`src/rtl/pim_seq_pkg.sv`:
```
// pim_seq_pkg: shared opcode/state types and instruction field positions for the PIM microsequencer
package pim_seq_pkg;
  typedef enum logic [3:0] {
    OP_NOP, OP_OP, OP_BRZ, OP_BRNZ, OP_JMP, OP_LDLOOP, OP_DJNZ, OP_HALT
  } opcode_t;
  typedef enum logic [1:0] {S_IDLE, S_FETCH, S_DECODE, S_WAIT_PIM} state_t;
  localparam int OPC_MSB = 15;
  localparam int FSEL_LSB = 9;
  localparam logic [2:0] FSEL_RESERVED = 3'd7;
endpackage

```
`src/rtl/pim_seq_ctrl_flag_check.sv`:
```
// flag_check: reports whether the selected flag bit is zero
module flag_check #(
  parameter int NFLAG = 7
) (
  input  logic [NFLAG-1:0] flags,
  input  logic [2:0]       fsel,
  output logic             eqz
);
  logic [7:0] ext;
  assign ext = 8'(flags);
  assign eqz = ~ext[fsel];
endmodule

```
`src/rtl/pim_seq_ctrl.sv`:
```
// pim_seq_ctrl: fetch/decode microsequencer issuing PIM ops with flag branches and counted loops
module pim_seq_ctrl
  import pim_seq_pkg::*;
#(
  parameter int PC_W    = 8,
  parameter int INSTR_W = 16,
  parameter int NFLAG   = 7,
  parameter int LOOP_W  = 8
) (
  input  logic               clk,
  input  logic               rst,
  input  logic               start,
  output logic [PC_W-1:0]    imem_addr,
  input  logic [INSTR_W-1:0] imem_data,
  output logic               pim_issue,
  output logic [11:0]        pim_op,
  input  logic               pim_done,
  input  logic [NFLAG-1:0]   pim_flags,
  output logic [NFLAG-1:0]   flags,
  output logic               busy,
  output logic               done,
  output logic               err
);
  state_t state;
  logic [PC_W-1:0] pc, pc_inc, tgt;
  logic [LOOP_W-1:0] loop_cnt, loop_dec;
  logic [3:0] opc;
  logic [2:0] fsel;
  logic eqz, illegal;
  assign opc = imem_data[OPC_MSB -: 4];
  assign fsel = imem_data[FSEL_LSB +: 3];
  assign tgt = imem_data[PC_W-1:0];
  assign pc_inc = pc + 1'b1;
  assign loop_dec = loop_cnt - 1'b1;
  assign illegal = opc > OP_HALT || ((opc == OP_BRZ || opc == OP_BRNZ) && fsel == FSEL_RESERVED);
  assign imem_addr = pc;
  assign busy = state != S_IDLE;
  flag_check #(.NFLAG(NFLAG)) u_flag_check (.flags(flags), .fsel(fsel), .eqz(eqz));
  always_ff @(posedge clk) begin
    if (rst) begin
      state <= S_IDLE;
      pc <= '0;
      flags <= '0;
      loop_cnt <= '0;
      pim_issue <= 1'b0;
      pim_op <= '0;
      done <= 1'b0;
      err <= 1'b0;
    end else begin
      pim_issue <= 1'b0;
      done <= 1'b0;
      case (state)
        S_IDLE: if (start) begin
          pc <= '0;
          err <= 1'b0;
          state <= S_FETCH;
        end
        S_FETCH: state <= S_DECODE;
        S_DECODE: begin
          state <= S_FETCH;
          if (illegal) begin
            err <= 1'b1;
            state <= S_IDLE;
          end else case (opc)
            OP_NOP: pc <= pc_inc;
            OP_OP: begin
              pim_issue <= 1'b1;
              pim_op <= imem_data[11:0];
              state <= S_WAIT_PIM;
            end
            OP_BRZ, OP_BRNZ: pc <= (eqz ^ (opc == OP_BRNZ)) ? tgt : pc_inc;
            OP_JMP: pc <= tgt;
            OP_LDLOOP: begin
              loop_cnt <= tgt[LOOP_W-1:0];
              pc <= pc_inc;
            end
            OP_DJNZ: begin
              if (loop_cnt != '0) loop_cnt <= loop_dec;
              pc <= (loop_cnt != '0 && loop_dec != '0) ? tgt : pc_inc;
            end
            OP_HALT: begin
              done <= 1'b1;
              state <= S_IDLE;
            end
            default: ;
          endcase
        end
        S_WAIT_PIM: if (pim_done && !pim_issue) begin
          flags <= pim_flags;
          pc <= pc_inc;
          state <= S_FETCH;
        end
      endcase
    end
  end
endmodule

```
`config.mk`:
```
export PLATFORM = sky130hd
export DESIGN_NAME = pim_seq_ctrl
export DESIGN_NICKNAME = d
export VERILOG_FILES = /design/src/rtl/pim_seq_pkg.sv /design/src/rtl/pim_seq_ctrl_flag_check.sv /design/src/rtl/pim_seq_ctrl.sv
export SDC_FILE = /design/constraint.sdc
export NUM_CORES = 1
export LEC_CHECK = 0
export BUFFER_PORTS_ARGS = -buffer_cell sky130_fd_sc_hd__buf_2
export CORE_AREA = 4 4 74 76
export CTS_BUF_LIST = sky130_fd_sc_hd__clkbuf_8 sky130_fd_sc_hd__clkbuf_16
export CTS_CLUSTER_DIAMETER = 30
export DETAILED_ROUTE_END_ITERATION = 6
export DIE_AREA = 0 0 78 80
export PLACE_DENSITY = 0.84
export SYNTH_ARGS = -nofsm -noshare
export SYNTH_HDL_FRONTEND = slang
export SYNTH_HIERARCHICAL = 1
export SYNTH_SLANG_ARGS = --single-unit
```
`constraint.sdc`:
```
create_clock -name clk -period 4.9 [get_ports clk]
set_clock_uncertainty 0.15 [all_clocks]
set_input_delay 0.49 -clock clk [delete_from_list [all_inputs] [get_ports clk]]
set_output_delay 0.49 -clock clk [all_outputs]
set_load 0.1 [all_outputs]
```
==> implementation parameters, run 1 <==
Parameter                              Value

Clocking
  Post-CTS setup buffers    0
  Post-cts repair resize count    0
  CTS clk-pin slew, worst paths    0.09 ns
  Clk Latency, worst-skew pair    0.30 ns
  Number of buffers created by CTS    5
  CTS Hold Bufs    0
  Clk Tree Root Cell    clkbuf_8
  TritonCTS clock tree    yes
  Maximum level of the CTS H-tree    2
  CTS sink cnt    40
  Max clock buf depth    2

STA
  Final-report setup violation count    0
  Setup total negative slack    0 ns
  Number of max-slew violations in the final report    0
  Headroom to the max-slew limit    31.4%
  Final-report hold violation count    0
  Clock period minus worst slack    2.91 ns
  Top achievable clock speed    0.344 GHz
  PnR worst setup slack    1.99 ns
  Final cycle utilization of the critical path    59.3%
  Worst slew pin tran    1.02 ns
  Unrepaired setup endpoints after global routing    false

Route
  Top sig layer    met4
  Detailed-routed wire length on met3    526 um
  Total iterations of the first detailed-routing run    4
  Metal-1 WL    3.25 mm
  Met2 Routed Length    3.46 mm
  Via count    2849
  Number of nets still failing antenna checks after routing    0
  Total wire length    7.42 mm
  Via-per-instance ratio    6.23
  Iteration-0 DRC count of the detailed router    287
  DRC violations left    0
  Post-detailed-route wirelength per cell    16.2 um

Synth
  Sequential element share of the synthesized area    28.7%
  Synth cell types    66
  Flip-flop and latch count after synthesis    40
  Warnings from Yosys    6
  Top flip-flop cell by instance count after synthesis    dfxtp_1
  Cell area after technology mapping    2790 sq um
  Number of enable-type register cells in the synthesized netlist    0
  Per-instance average area after synthesis    7.98 sq um
  Mapped Cells    349
  Ys async rst share    0%
  Syn_nets    383

Min path
  Hold WC Path Type    in -> reg

Power
  Net switching share of the total power    37.2%
  Sequential power share    40.4%
  Power density cells    280 nW/um^2
  LEAKAGE    0.00125 uW
  Net switching power    328 uW
  Maximum VDD drop    0.000208 V
  Internal power    555 uW
  Total design power    883 uW
  Logic gate share of total power    27.8%
  Clock power share    31.9%

Floorplanning
  Initial Util    59.0%
  Core Rows    25
  Core Footprint    4720 sq um
  Number of ports placed on the die boundary    58
  Die width    78 um
  Floorplan die height    80 um
  Die outline area    6240 sq um

Cells and area
  Post-Layout Cell Count    457
  Area overhead of the layout relative to synthesis    13.3%
  Layout cells sized above 1    20.5%
  Nets    423
  Diodes inserted    0
  Final cell area excluding filler cells    3160 sq um

Critical path
  Startpoint-to-endpoint class of the critical path    in -> reg
  Critical path required time    4.95 ns
  Biggest cell delay along the critical path    0.69 ns
  Startpoint Class    primary input
  Data arrival, critical path    2.96 ns
  Cells along the critical path    buf_2, mux4_2, mux2i_1, xor2_4, nor2_1, a211oi_1, o221ai_1, o31a_1
  Largest fanout on the critical path    7
  Worst setup EP type    flip-flop
  Worst path slowest cell    mux2i_1

Place
  Total instance count after detailed placement    449
  HPWL after detailed placement    5.34 mm
  Number of buffers added on ports    57
  Worst slack at placement    1.70 ns
  Placer's final routability congestion estimate    0.965
  Placement-stage cell area    3040 sq um

GRT
  Largest net degree at the start of global routing    41
  Initial antenna violation count    0
  Vias in the first global route    2642
  Total routing resource utilization after global routing    25.0%
  Global-route wire length before repair    12.6 mm
  Aggregate global routing overflow    0

Run status
  Outcome    finished clean

Run
  Max-capacitance violation count    0
==> final timing paths <==
path                 start           end  slack [ns]  depth (start not counted)
max          imem_data[10]  imem_addr[0]        1.99                          8
max reg2reg       flags[6]  imem_addr[0]        2.02                          7
min reg2reg       flags[5]      flags[5]        0.32                          2
min           imem_data[8]     pim_op[8]        0.27                          3
==> logic make-up (layout without fill, tap and decap cells) <==
family / count (synthesis) / count (layout) / synth area share [%]
flip-flops: 40 / 40 / 28.7
adder cells (fa/ha/maj): 7 / 7 / 3.14
AO/OA/AOI/OAI: 99 / 99 / 25.2
buffers and inverters: 35 / 76 / 5.93
XOR/XNOR: 7 / 7 / 3.14
multiplexers: 21 / 21 / 8.08
AND/OR/NAND/NOR: 140 / 140 / 25.8
==> synth_stat cells (all sizes together) (4+ instances only) <==
| master | instances | area [sq um] |
|---|---|---|
| inv | 11 | 41.3 |
| o21ai | 17 | 85.1 |
| nor2 | 40 | 150 |
| a21oi | 31 | 155 |
| o221ai | 5 | 43.8 |
| and3 | 5 | 31.3 |
| o21bai | 4 | 30.0 |
| nor3 | 10 | 55.1 |
| buf | 9 | 67.6 |
| mux2i | 18 | 180 |
| nand3 | 18 | 90.1 |
| clkbuf | 15 | 56.3 |
| a21o | 5 | 37.5 |
| dfxtp | 40 | 801 |
| nor2b | 9 | 56.3 |
| ha | 7 | 87.6 |
| xnor2 | 4 | 42.6 |
| a311oi | 4 | 35.0 |
| nand2 | 32 | 120 |
| a211oi | 6 | 45.0 |
==> worst max-delay path: cells and delay by family <==
family | cells | cell delay, ns
and+or+nand+nor | 1 | 0.07
buffers and inverters | 1 | 0.13
xor gates and xnor gates | 1 | 0.30
AOI/OAI and AO/OA | 3 | 0.77
muxes | 2 | 1.18
==> cell type report <==
| class | instances | area, sq um |
|---|---|---|
| Clock inverter | 3 | 47.5 |
| Tap cell | 67 | 83.8 |
| Fill cell | 387 | 1570 |
| Sequential cell | 40 | 801 |
| Timing Repair Buffer | 57 | 285 |
| Clock buffer | 5 | 68.8 |
| Multi-Input combinational cell | 274 | 1830 |
| Inverter | 11 | 41.3 |
==> flip-flops by register name, indices dropped and copies added, names as in the netlist <==
register / cells
done: 1
err: 1
flags: 7
imem_addr: 8
loop_cnt: 8
pim_issue: 1
pim_op: 12
state: 2
==> power by group through the flow <==
| stage | combinational, uW | sequential (uW) | clock, uW |
|---|---|---|---|
| 4_1_cts | 244 | 356 | 286 |
| 3_5_place_dp | 243 | 364 | 0 |
| 2_1_floorplan | 126 | 429 | 0 |
| 3_3_place_gp | 239 | 363 | 0 |
| 6_report | 245 | 356 | 281 |
| 5_1_grt | 262 | 360 | 296 |
==> through the flow <==
| stage | hold WS [ns] | util [%] |
|---|---|---|
| 2_1_floorplan | 0.320 | - |
| 3_3_place_gp | 0.310 | 64.4 |
| 3_5_place_dp | 0.312 | 64.4 |
| 4_1_cts | 0.266 | 66.8 |
| 5_1_grt | 0.290 | 66.8 |
| 6_report | 0.266 | 66.8 |
==> metal layers <==
| metal | track usage (%) | up-vias |
|---|---|---|
| met4 | 11.7 | 0 |
| met3 | 4.40 | 18 |
| met2 | 40.9 | 118 |
| li1 | - | 1360 |
| met1 | 31.9 | 1353 |
| met5 | 0 | - |
==> layout by cell type (no fill, tap or decap), drive strengths merged, types with 4 or more instances in the layout <==
| cell type | instances |
|---|---|
| buf | 57 |
| nor2 | 40 |
| dfxtp | 40 |
| nand2 | 32 |
| a21oi | 31 |
| mux2i | 18 |
| nand3 | 18 |
| o21ai | 17 |
| inv | 11 |
| nor3 | 10 |
| nor2b | 9 |
| ha | 7 |
| a211oi | 6 |
| and3 | 5 |
| a21o | 5 |
| o221ai | 5 |
| clkbuf | 5 |
| a311oi | 4 |
| o21bai | 4 |
| xnor2 | 4 |
No activity file was read; power rests on OpenSTA's default activity.
==> inputs of run 2 (changes only) <==
--- a/config.mk
+++ b/config.mk
@@ -6,12 +6,12 @@
 export NUM_CORES = 1
 export LEC_CHECK = 0
 export BUFFER_PORTS_ARGS = -buffer_cell sky130_fd_sc_hd__buf_2
-export CORE_AREA = 4 4 74 76
+export CORE_AREA = 4 4 77 79
 export CTS_BUF_LIST = sky130_fd_sc_hd__clkbuf_8 sky130_fd_sc_hd__clkbuf_16
 export CTS_CLUSTER_DIAMETER = 30
 export DETAILED_ROUTE_END_ITERATION = 6
-export DIE_AREA = 0 0 78 80
-export PLACE_DENSITY = 0.84
+export DIE_AREA = 0 0 81 83
+export PLACE_DENSITY = 0.78
 export SYNTH_ARGS = -nofsm -noshare
 export SYNTH_HDL_FRONTEND = slang
 export SYNTH_HIERARCHICAL = 1
==> constraint.sdc (replaced) <==
create_clock -name clk -period 2.95 [get_ports clk]
set_clock_uncertainty 0.15 [all_clocks]
set_input_delay 0.295 -clock clk [delete_from_list [all_inputs] [get_ports clk]]
set_output_delay 0.295 -clock clk [all_outputs]
set_load 0.1 [all_outputs]
==> implementation parameters, run 2 (synthesized netlist as in run 1, its figures left out) <==
Parameter                              Value

Min path
  Worst min-delay path startpoint    pim_flags[2]
  Hold WC Path Type    in -> reg

Place
  Placer's final routability congestion estimate    0.919 (-4.8%)
  Total instance count after detailed placement    465 (+3.6%)
  HPWL after detailed placement    5.73 mm (+7.4%)
  Worst slack at placement    0.130 ns (-1.57 ns)
  Number of buffers added on ports    57 (unchanged)
  Placement-stage cell area    3140 sq um (+3.3%)

Critical path
  Data arrival, critical path    2.70 ns (-0.26 ns)
  Critical path required time    2.98 ns (-1.97 ns)
  Largest fanout on the critical path    6 (-1)
  Number of buffer and inverter instances along the worst setup path    0 (-1)
  Worst setup EP type    flip-flop
  Worst path slowest cell    mux2i_2
  Startpoint-to-endpoint class of the critical path    reg -> reg
  Cells along the critical path    mux4_2, mux2i_2, xnor2_2, mux2_2, o221ai_1, a311o_1, o41ai_2
  Worst Setup SP    flags[6]
  Startpoint Class    flip-flop
  Kind of cell with the highest combined delay on the critical path    multiplexers
  Crit Reg-Reg Startpoint    flags[6]
  Biggest cell delay along the critical path    0.49 ns (-0.20 ns)

Clocking
  CTS Hold Bufs    0 (unchanged)
  Clk Latency, worst-skew pair    0.29 ns (about the same)
  Clk Tree Root Cell    clkbuf_8
  Maximum level of the CTS H-tree    2 (unchanged)
  CTS clk-pin slew, worst paths    0.08 ns (about the same)
  Max clock buf depth    2 (unchanged)
  Post-cts repair resize count    0 (unchanged)
  CTS sink cnt    40 (unchanged)
  TritonCTS clock tree    yes
  Post-CTS setup buffers    0 (unchanged)
  Number of buffers created by CTS    5 (unchanged)

Power
  Maximum VDD drop    0.000243 V (+17%)
  LEAKAGE    0.00129 uW (+4.0%)
  Power density cells    453 nW/um^2 (+62%)
  Total design power    1470 uW (+67%)

GRT
  Initial antenna violation count    0 (unchanged)
  Global-route wire length before repair    13.0 mm (+3.2%)
  Total routing resource utilization after global routing    23.9% (-1.1 points)
  Largest net degree at the start of global routing    29 (-29%)
  Vias in the first global route    2698 (+2.1%)
  Aggregate global routing overflow    0 (unchanged)

Route
  Total iterations of the first detailed-routing run    5 (+1)
  Via-per-instance ratio    6.10 (-2.2%)
  Via count    2885 (+1.3%)
  Iteration-0 DRC count of the detailed router    321 (+12%)
  Total wire length    7.84 mm (+5.5%)
  Post-detailed-route wirelength per cell    16.6 um (+2.0%)
  Number of nets still failing antenna checks after routing    0 (unchanged)
  DRC violations left    0 (unchanged)

Floorplanning
  Core Rows    27 (+8.0%)
  Die width    81 um (+3.8%)
  Floorplan die height    83 um (+3.8%)
  Die outline area    6720 sq um (+7.7%)
  Number of ports placed on the die boundary    58 (unchanged)
  Initial Util    52.2% (-6.8 points)
  Core Footprint    5340 sq um (+13%)

Cells and area
  Layout cells sized above 1    24.2% (+3.7 points)
  Largest register FFs    12 (unchanged)
  Post-Layout Cell Count    473 (+3.5%)
  Area overhead of the layout relative to synthesis    16.7%
  Register containing the most flip-flops in the final layout    pim_op
  Layout filler cell count    489 (+26%)
  Final cell area excluding filler cells    3250 sq um (+3.0%)
  Nets    434 (+2.6%)
  Diodes inserted    0 (unchanged)
  Area of combinational cells with multiple inputs    1830 sq um (+0.21%)
  Most frequent cells in the layout    buf_2, nor2_1, dfxtp_1, nand2_1, a21oi_1
  Most common library cell in the layout ignoring fill and taps    buf_2
  FF+latch area    807 sq um (+0.78%)

STA
  Setup total negative slack    0 ns (unchanged)
  Final-report hold violation count    0 (unchanged)
  Headroom to the max-slew limit    33.6% (+2.2 points)
  Number of max-slew violations in the final report    0 (unchanged)
  PnR worst setup slack    0.273 ns (-1.72 ns)
  Final cycle utilization of the critical path    90.7%
  Final-report setup violation count    0 (unchanged)
  Unrepaired setup endpoints after global routing    false
  Clock period minus worst slack    2.68 ns
  Worst slew pin tran    0.996 ns (-0.0253 ns)
  Top achievable clock speed    0.374 GHz

Run status
  Outcome    finished clean

Run
  Max-capacitance violation count    0 (unchanged)
==> run 2: final timing paths <==
check / endpoint / slack [ns] / cells past startpoint
hold / removal: flags[2] / 0.09 / 3
setup reg to reg: imem_addr[2] / 0.27 / 7
setup / recovery: imem_addr[2] / 0.27 / 7
hold reg to reg: flags[6] / 0.32 / 2
==> run 2: worst min-delay path, cell delays in order <==
cell     delay [ns]
buf_2          0.09
nand3_1        0.05
a21oi_1        0.05
==> run 2: area by class of cell <==
cell class	count	area share [%]
Clock buffer	5	2.12
Tap cell	72	2.77
Sequential cell	40	24.8
Timing Repair Buffer	68	11.3
Clock inverter	3	1.31
Multi-Input combinational cell	274	56.4
Inverter	11	1.27
==> run 2: per-stage QoR <==
step | util, % | hold WS (ns)
global placement | 58.8 | 0.300
detailed placement | 58.8 | 0.305
finish | 60.9 | 0.0883
global route | 60.9 | 0.0896
floorplan | - | 0.285
CTS | 60.9 | 0.0808
==> run 2: report_power, final <==
group / switching, uW / total [uW] / internal, uW
sequential: 26.8 / 586 / 560
combinational: 316 / 434 / 118
clock: 203 / 453 / 251
total: 546 / 1470 / 928
==> run 2: per-layer routing <==
metal / global-route usage (%) / up-vias / wire length (um)
li1: - / 1371 / -
met2: 37.4 / 153 / 3610
met1: 32.7 / 1335 / 3380
met4: 7.37 / 0 / 199
met3: 4.77 / 26 / 646
met5: 0 / - / 0
==> inputs of run 3 (changes only) <==
--- a/config.mk
+++ b/config.mk
@@ -6,12 +6,12 @@
 export NUM_CORES = 1
 export LEC_CHECK = 0
 export BUFFER_PORTS_ARGS = -buffer_cell sky130_fd_sc_hd__buf_2
-export CORE_AREA = 4 4 77 79
-export CTS_BUF_LIST = sky130_fd_sc_hd__clkbuf_8 sky130_fd_sc_hd__clkbuf_16
+export CORE_AREA = 4 4 75 77
+export CTS_BUF_LIST = sky130_fd_sc_hd__clkbuf_4 sky130_fd_sc_hd__clkbuf_8
 export CTS_CLUSTER_DIAMETER = 30
 export DETAILED_ROUTE_END_ITERATION = 6
-export DIE_AREA = 0 0 81 83
-export PLACE_DENSITY = 0.78
+export DIE_AREA = 0 0 79 81
+export PLACE_DENSITY = 0.81
 export SYNTH_ARGS = -nofsm -noshare
 export SYNTH_HDL_FRONTEND = slang
 export SYNTH_HIERARCHICAL = 1
==> implementation parameters, run 3 (synthesized netlist as in run 1, its figures left out) <==
Parameter                              Value

Critical path
  Startpoint-to-endpoint class of the critical path    reg -> reg
  Worst setup EP type    flip-flop
  Critical path required time    2.98 ns (about the same)
  Biggest cell delay along the critical path    0.48 ns (about the same)
  Worst Setup SP    flags[6]
  Cells along the critical path    mux4_2, mux2i_2, xnor2_2, mux2_2, o221ai_1, a311o_1, o41ai_2
  Number of buffer and inverter instances along the worst setup path    0 (unchanged)
  Reg2reg path depth    7 (unchanged)
  R2R Path End    imem_addr[2]
  Startpoint Class    flip-flop
  FF-to-FF setup slack    0.27 ns (about the same)
  Data arrival, critical path    2.70 ns (about the same)
  Worst path slowest cell    mux2i_2
  Crit Reg-Reg Startpoint    flags[6]
  Largest fanout on the critical path    6 (unchanged)
  Kind of cell with the highest combined delay on the critical path    multiplexers

Run
  Max-capacitance violation count    0 (unchanged)

Min path
  Cells on Worst Hold Path    3 (unchanged)
  Hold WC Path Type    in -> reg
  Destination of the worst hold path    flags[2]
  Worst min-delay path startpoint    pim_flags[2]

Clocking
  Clk Tree Root Cell    clkbuf_8
  TritonCTS clock tree    yes
  Post-CTS setup buffers    0 (unchanged)
  Number of buffers created by CTS    5 (unchanged)
  CTS sink cnt    40 (unchanged)
  Maximum level of the CTS H-tree    2 (unchanged)
  CTS clk-pin slew, worst paths    0.09 ns (about the same)
  CTS Hold Bufs    0 (unchanged)
  Max clock buf depth    2 (unchanged)
  Post-cts repair resize count    0 (unchanged)
  Clk Latency, worst-skew pair    0.30 ns (about the same)

Cells and area
  Layout filler cell count    466 (-4.7%)
  FF+latch area    807 sq um (unchanged)
  Most common library cell in the layout ignoring fill and taps    buf_2
  Nets    436 (+0.46%)
  Final cell area excluding filler cells    3270 sq um (+0.50%)
  Area overhead of the layout relative to synthesis    17.2%
  Layout cells sized above 1    24.6% (+0.38 points)
  Most frequent cells in the layout    buf_2, nor2_1, dfxtp_1, nand2_1, a21oi_1
  Register containing the most flip-flops in the final layout    pim_op
  Area of combinational cells with multiple inputs    1830 sq um (unchanged)
  Largest register FFs    12 (unchanged)
  Diodes inserted    0 (unchanged)

Run status
  Outcome    finished clean

STA
  Setup total negative slack    0 ns (unchanged)
  Final-report setup violation count    0 (unchanged)
  Clock period minus worst slack    2.68 ns (-0.00140 ns)
  Worst slew pin tran    0.687 ns (-0.308 ns)
  Top achievable clock speed    0.374 GHz (about the same)
  Final cycle utilization of the critical path    90.7% (about the same)
  Number of max-slew violations in the final report    0 (unchanged)
  Unrepaired setup endpoints after global routing    false
  Final-report hold violation count    0 (unchanged)
  Headroom to the max-slew limit    53.9% (+20 points)

Place
  Number of buffers added on ports    57 (unchanged)
  HPWL after detailed placement    5.66 mm (-1.2%)
  Placer's final routability congestion estimate    0.942 (+2.4%)
  Placement-stage cell area    3150 sq um (+0.40%)

Route
  DRC violations left    0 (unchanged)
  Total wire length    7.75 mm (-1.1%)
  Post-detailed-route wirelength per cell    16.4 um (-1.1%)
  Number of nets still failing antenna checks after routing    0 (unchanged)
  Via count    2872 (-0.45%)
  Via-per-instance ratio    6.07 (-0.45%)
  Iteration-0 DRC count of the detailed router    377 (+17%)
  Total iterations of the first detailed-routing run    5 (unchanged)

Floorplanning
  Floorplan die height    81 um (-2.4%)
  Number of ports placed on the die boundary    58 (unchanged)
  Initial Util    55.6% (+3.4 points)
  Core Footprint    5010 sq um (-6.1%)
  Die outline area    6400 sq um (-4.8%)
  Core Rows    26 (-3.7%)
  Die width    79 um (-2.5%)

GRT
  Aggregate global routing overflow    0 (unchanged)
  Total routing resource utilization after global routing    25.3% (+1.4 points)
  Largest net degree at the start of global routing    27 (-6.9%)
  Vias in the first global route    2736 (+1.4%)
  Initial antenna violation count    0 (unchanged)
  Global-route wire length before repair    12.9 mm (-0.58%)

Power
  Maximum VDD drop    0.000265 V (+8.8%)
  LEAKAGE    0.00131 uW (+0.85%)
  Power density cells    456 nW/um^2 (+0.60%)
## run 3: changes by cell type in the layout (fill, tap and decap cells not counted)
cell	before	now
buf_4	11	13
clkinv_2	1	0
inv_6	0	1
## run 3: final cells by class
cell class	instances	share of cell area (%)
Clock buffer	5	2.11
Clock inverter	3	1.42
Inverter	11	1.26
Multi-Input combinational cell	274	56.1
Sequential cell	40	24.7
Tap cell	70	2.68
Timing Repair Buffer	70	11.7
## run 3: worst max path at each step
| stage | endpoint | cells past startpoint | slack [ns] |
|---|---|---|---|
| 2_1_floorplan | imem_addr[7] | 9 | 0.01 |
| 3_3_place_gp | imem_addr[2] | 8 | 0.23 |
| 3_5_place_dp | imem_addr[2] | 8 | 0.19 |
| 4_1_cts | imem_addr[2] | 7 | 0.30 |
| 5_1_grt | imem_addr[2] | 7 | 0.19 |
| 6_report | imem_addr[2] | 7 | 0.27 |
## run 3: tightest hold or removal path, stage by stage
cell,delay (ns)
buf_2,0.10
nand3_1,0.05
a21oi_1,0.05
## run 3: where the power goes
group / internal (uW) / switching, uW / total (uW) / leakage, uW
logic: 122 / 315 / 438 / 0.000925
clock network: 255 / 211 / 466 / 0.0000548
registers: 560 / 27.1 / 587 / 0.000326
total: 937 / 553 / 1490 / 0.00131
## run 3: layer usage
metal	vias up	routed length (um)	GRT usage, %
li1	1381	-	-
met2	149	3540	42.3
met1	1321	3390	32.9
met4	0	221	9.45
met3	21	595	4.32
met5	-	0	0
## run 3: per-stage QoR
step | setup WS (ns) | power [uW] | instances | util (%) | hold slack (ns)
after floorplan | 0.0111 | 923 | 349 | - | 0.285
after global placement | 0.230 | 1020 | 465 | 62.9 | 0.298
after detailed placement | 0.189 | 1030 | 465 | 62.9 | 0.303
after CTS | 0.301 | 1490 | 473 | 65.2 | 0.0758
after global routing | 0.190 | 1550 | 473 | 65.2 | 0.0825
final | 0.275 | 1490 | 473 | 65.2 | 0.0805
